`src/rtl/debounce_multi.sv`:
```
// N-channel button debouncer: 2-flop synchroniser, per-channel debounce FSM and timer.
// Optional long-press detection is built when LONG_PRESS_EN is defined.
module debounce_multi #(
    parameter int N_CH        = 4,
    parameter int DB_CYCLES   = 2_000_000,
    parameter int LONG_CYCLES = 100_000_000
) (
    input  logic            clk,
    input  logic            reset_n,
    input  logic [N_CH-1:0] noisy,
    output logic [N_CH-1:0] debounced,
    output logic [N_CH-1:0] rise,
    output logic [N_CH-1:0] fall,
    output logic [N_CH-1:0] long_press
);

    localparam int CNT_W = $clog2(DB_CYCLES);
    localparam logic [CNT_W-1:0] CNT_MAX = CNT_W'(DB_CYCLES - 1);

    typedef enum logic [1:0] {
        LO      = 2'd0,
        WAIT_HI = 2'd1,
        HI      = 2'd2,
        WAIT_LO = 2'd3
    } state_t;

    logic [N_CH-1:0] sync1_q;
    logic [N_CH-1:0] sync2_q;

    always_ff @(posedge clk or negedge reset_n) begin
        if (!reset_n) begin
            sync1_q <= '0;
            sync2_q <= '0;
        end else begin
            sync1_q <= noisy;
            sync2_q <= sync1_q;
        end
    end

    for (genvar g = 0; g < N_CH; g++) begin : g_ch
        state_t           state_q, state_d;
        logic [CNT_W-1:0] cnt_q, cnt_d;
        logic             deb_q, rise_q, fall_q;
        logic             s;

        assign s = sync2_q[g];

        // cnt defaults to zero so every entry to LO/HI and every abort clears it
        always_comb begin
            state_d = state_q;
            cnt_d   = '0;
            unique case (state_q)
                LO: begin
                    if (s) state_d = WAIT_HI;
                end
                WAIT_HI: begin
                    if (!s)                    state_d = LO;
                    else if (cnt_q == CNT_MAX) state_d = HI;
                    else                       cnt_d   = cnt_q + CNT_W'(1);
                end
                HI: begin
                    if (!s) state_d = WAIT_LO;
                end
                WAIT_LO: begin
                    if (s)                     state_d = HI;
                    else if (cnt_q == CNT_MAX) state_d = LO;
                    else                       cnt_d   = cnt_q + CNT_W'(1);
                end
                default: state_d = LO;
            endcase
        end

        always_ff @(posedge clk or negedge reset_n) begin
            if (!reset_n) begin
                state_q <= LO;
                cnt_q   <= '0;
                deb_q   <= 1'b0;
                rise_q  <= 1'b0;
                fall_q  <= 1'b0;
            end else begin
                state_q <= state_d;
                cnt_q   <= cnt_d;
                deb_q   <= (state_d == HI) || (state_d == WAIT_LO);
                rise_q  <= (state_q == WAIT_HI) && (state_d == HI);
                fall_q  <= (state_q == WAIT_LO) && (state_d == LO);
            end
        end

        assign debounced[g] = deb_q;
        assign rise[g]      = rise_q;
        assign fall[g]      = fall_q;

`ifdef LONG_PRESS_EN
        localparam int HOLD_W = $clog2(LONG_CYCLES);
        localparam logic [HOLD_W-1:0] HOLD_MAX = HOLD_W'(LONG_CYCLES - 1);

        logic [HOLD_W-1:0] hold_q, hold_d;
        logic              done_q, lp_q;
        logic              at_max;

        assign at_max = deb_q && (hold_q == HOLD_MAX);

        always_comb begin
            hold_d = '0;
            if (deb_q) begin
                hold_d = (hold_q == HOLD_MAX) ? hold_q : hold_q + HOLD_W'(1);
            end
        end

        // done_q remembers the pulse so a saturated hold fires only once
        always_ff @(posedge clk or negedge reset_n) begin
            if (!reset_n) begin
                hold_q <= '0;
                done_q <= 1'b0;
                lp_q   <= 1'b0;
            end else begin
                hold_q <= hold_d;
                done_q <= at_max;
                lp_q   <= at_max && !done_q;
            end
        end

        assign long_press[g] = lp_q;
`else
        assign long_press[g] = 1'b0;
`endif
    end

`ifndef LONG_PRESS_EN
    logic unused_long_cycles;
    assign unused_long_cycles = ^LONG_CYCLES;
`endif

endmodule

```
`config.mk`:
```
export PLATFORM = sky130hd
export DESIGN_NAME = debounce_multi
export DESIGN_NICKNAME = d
export VERILOG_FILES = /design/src/rtl/debounce_multi.sv
export SDC_FILE = /design/constraint.sdc
export NUM_CORES = 1
export LEC_CHECK = 0
export CAP_MARGIN = 20
export CORE_MARGIN = 5
export CORE_UTILIZATION = 60
export CTS_CLUSTER_DIAMETER = 120
export DETAILED_ROUTE_END_ITERATION = 10
export GPL_TIMING_DRIVEN = 0
export PLACE_DENSITY_LB_ADDON = 0.1
export SYNTH_ARGS = -nofsm -noshare
export SYNTH_HDL_FRONTEND = slang
export SYNTH_SLANG_ARGS = --single-unit
```
`constraint.sdc`:
```
create_clock -name clk -period 2.64 [get_ports clk]
set_input_delay 0.264 -clock clk [delete_from_list [all_inputs] [get_ports clk]]
set_output_delay 0.264 -clock clk [all_outputs]
set_load 0.005 [all_outputs]
```
==> impl_metrics.tcl <==
set metrics [dict create \
    yosys.cell_types.count 41 \
    power_density_mw_per_mm2 480 \
    boundaryPins 22 \
    synth_mux_area_frac 0.0151 \
    antenna_found_initial 0 \
    n_fill_cell 708 \
    p_clk_frac 0.341 \
    die_w_um 103 \
    finalHoldViolations 0 \
    cts_htree_levels 3 \
    first_iter_violations 92 \
    fin_area_mm2 0.00574 \
    swShare 0.226 \
    place_area_mm2 0.00555 \
    slowest_delay_ns 0.54 \
    drc_errors 0 \
    pwr-share-seq 0.626 \
    die_area_mm2 0.0106 \
    grt-ovfl-total 0 \
    synth_top_family_by_area "simple AND/OR/NAND/NOR gates" \
    synthSimpleGateAreaFrac 0.245 \
    fin_hold_ws_ns 0.324 \
    start_util 0.606 \
    finalCritPeriodShare 0.840 \
    clock_latency_ns 0.36 \
    ant_nets 0 \
    synth_flop_cell "dfrtp_1" \
    cp_max_fo 8 \
    gp_congestion 0.766 \
    peakVddDrop_v 0.000266 \
    r2r-end "g_ch[2].cnt_q[20]$_DFF_PN0_" \
    slowest_stage "or4_1" \
    cts_tree "done" \
    path_class "register to register" \
    synth_compound_area_frac 0.0629 \
    netlist_area_mm2 0.00521 \
    die_y_um 103 \
    power_frac_comb 0.033 \
    drive_gt1_frac 0.103 \
    synth-xor-area-share 0.0908 \
    vias_per_cell 5.65 \
    synth_top_area_cell "dfrtp_1" \
    drt_pre_antenna_iters 4 \
    slew_headroom 0.490 \
    status "finished, final reports clean" \
    clock-root-buffer "clkbuf_8" \
    yosysWarnings 0 \
    setup_slack_ns 0.422 \
    min_from "noisy[2]" \
    power.net_switching_mw 0.623 \
    slew_violations 0 \
    worst_ep_arrival_time_ns 2.51 \
    grt_pass1_wl_um 15800 \
    diodes 0 \
    via_count 3688 \
    maxCapViolCount 0 \
    timing.fmax_mhz 451 \
    rows 34 \
    yosysSeqAreaShare 0.533 \
    synth.avg_cell_area_um2 10.3 \
    core_area_mm2 0.00859 \
    timing.rr.start "g_ch[2].cnt_q[0]$_DFF_PN0_" \
    clock_path_buffers 2 \
    nNetsFinal 551 \
    netlist_instances 508 \
    post_cts_buffers 0 \
    rsz0062_at_grt "no" \
    r2r_cells 6 \
    cp_top_family "simple AND/OR/NAND/NOR gates" \
    synth_fa_ha_area_frac 0.00960 \
    p_int_mw 2.14 \
    crit_buf_inv 1 \
    numCtsBuffers 9 \
    crit_chain "ha_1 > nand3_1 > or4_1 > clkbuf_1 > or4_1 > a21oi_1" \
    dp_hpwl_um 6170 \
    routedWlPerCell_um 13.6 \
    cts-resized-gates 0 \
    yosys.area.top_type_share 0.533 \
    min_to "sync1_q[2]$_DFF_PN0_" \
    worstSetupStartpointType "register" \
    cts.sinks 111 \
    leakagePower_nw 2.33 \
    ff2ff_setup_slack_ns 0.42 \
    skew_ns 0.0108 \
    endpoint_kind "register" \
    synth-edff-count 0 \
    synthArstFlopShare 1.00 \
    crit_required_ns 2.93 \
    netlist_top_cells_area "dfrtp_1, nor2_1, xnor2_1" \
    grt_pass1_vias 3536 \
    crit_path_frequent_cell "or4_1" \
    setup_viol 0 \
    layout_min_cycle_time_ns 2.22 \
    grt_start_max_net_pins 62 \
    clkTransAtPathRegs_ns 0.10 \
    min_path_type "input pin to register" \
    port_buffers 17 \
    area_growth_pct 10.2 \
    routed_wl_um 8860 \
    track_usage 0.187 \
    synth-seq-cells 111 \
    pre_cts_ws_ns 0.430 \
    holdPathStages 1 \
    worst_slew_pin_slew_ns 0.765 \
]
==> layout make-up <==
| type | instances | area, µm² | area share |
|---|---|---|---|
| Sequential cell | 111 | 2780 | 0.484 |
| Multi-Input combinational cell | 357 | 2220 | 0.387 |
| Timing Repair Buffer | 19 | 205 | 0.0357 |
| Buffer | 28 | 168 | 0.0292 |
| Clock buffer | 11 | 151 | 0.0264 |
| Tap cell | 108 | 135 | 0.0235 |
| Inverter | 15 | 56.3 | 0.00980 |
| Clock inverter | 4 | 30.0 | 0.00523 |
==> power groups by stage <==
stage / Sequential [mW] / Clock (mW) / Combinational (mW)
after floorplan: 1.76 / 0 / 0.0385
after global placement: 1.76 / 0 / 0.0887
after detailed placement: 1.76 / 0 / 0.0941
after CTS: 1.73 / 0.984 / 0.0956
after global routing: 1.73 / 1.04 / 0.108
final: 1.73 / 0.941 / 0.0915
==> timing repair <==
action                     4_1_cts  5_1_grt
hold buffers                     1        0
hold endpoints to repair        60        0
setup endpoints to repair        0        0
==> worst register-to-register path, stage by stage, from the launching register on <==
cell      delay (ns)
dfrtp_1         0.41
ha_1            0.22
nand3_1         0.14
or4_1           0.54
clkbuf_1        0.20
or4_1           0.49
a21oi_1         0.15
==> registers in the layout, summed over array words and instances, names as in the netlist <==
name,cells
g_ch.cnt_q,84
sync1_q,4
g_ch.deb_q,4
g_ch.state_q,7
sync2_q,4
g_ch.fall_q,4
g_ch.rise_q,4
==> per-stage QoR <==
| step | cells | utilization | total power, mW | setup TNS, ns |
|---|---|---|---|---|
| floorplan | 511 | - | 1.80 | 0 |
| global placement | 636 | 0.643 | 1.85 | -318.13 |
| detailed placement | 637 | 0.646 | 1.85 | 0 |
| CTS | 653 | 0.668 | 2.81 | 0 |
| global route | 653 | 0.668 | 2.88 | 0 |
| finish | 653 | 0.668 | 2.76 | 0 |
==> how the worst max path moves through the flow <==
stage | startpoint | end | slack, ns | cells past startpoint
floorplan | g_ch[2].cnt_q[0]$_DFF_PN0_ | g_ch[2].cnt_q[20]$_DFF_PN0_ | 0.65 | 6
global placement | reset_n | g_ch[2].cnt_q[4]$_DFF_PN0_ | -2.87 | 1
detailed placement | g_ch[0].cnt_q[13]$_DFF_PN0_ | g_ch[0].cnt_q[4]$_DFF_PN0_ | 0.43 | 5
CTS | g_ch[0].cnt_q[13]$_DFF_PN0_ | g_ch[0].cnt_q[10]$_DFF_PN0_ | 0.42 | 5
global route | g_ch[0].cnt_q[13]$_DFF_PN0_ | g_ch[0].cnt_q[13]$_DFF_PN0_ | 0.25 | 5
finish | g_ch[2].cnt_q[0]$_DFF_PN0_ | g_ch[2].cnt_q[20]$_DFF_PN0_ | 0.42 | 6
==> kinds of logic after synthesis <==
| logic type | Yosys count |
|---|---|
| compound gates | 56 |
| mux | 7 |
| simple gates | 232 |
| fa+ha+maj | 4 |
| xor+xnor | 54 |
| buf+inv | 43 |
| flops | 111 |
| other cells | 1 |
==> metal layers <==
layer | track usage | vias to the layer above | share of wire
met5 | 0 | - | 0
met4 | 0.0677 | 0 | 0.012
met3 | 0.0429 | 9 | 0.030
met2 | 0.312 | 44 | 0.49
met1 | 0.241 | 1793 | 0.47
li1 | - | 1842 | -
==> cell usage after synthesis (all sizes together), types with 13 or more instances <==
| cell type | count |
|---|---|
| a21oi | 25 |
| buf | 18 |
| dfrtp | 111 |
| inv | 15 |
| nand2 | 22 |
| nand3 | 35 |
| nand4 | 21 |
| nor2 | 64 |
| o21ai | 16 |
| or3 | 16 |
| or4 | 13 |
| xnor2 | 27 |
| xor2 | 27 |
==> layout by cell type (no fill, tap or decap), drive strengths merged, types with 2 or more instances in the layout <==
master	instances
a31o	3
clkinv	2
a21oi	25
and2	6
and3	8
a21o	2
nand4	21
nand2	22
nand3	35
buf	20
and4	7
clkbuf	21
or4	13
nor3b	8
xor2	27
ha	4
or2	3
mux2	7
conb	4
or4b	4
dfrtp	111
nor3	9
o31ai	8
nor4	12
inv	16
o21ai	16
clkdlybuf4s50	16
nor2	64
or3	16
xnor2	27
Note: power is estimated with default switching activity, not from simulation.
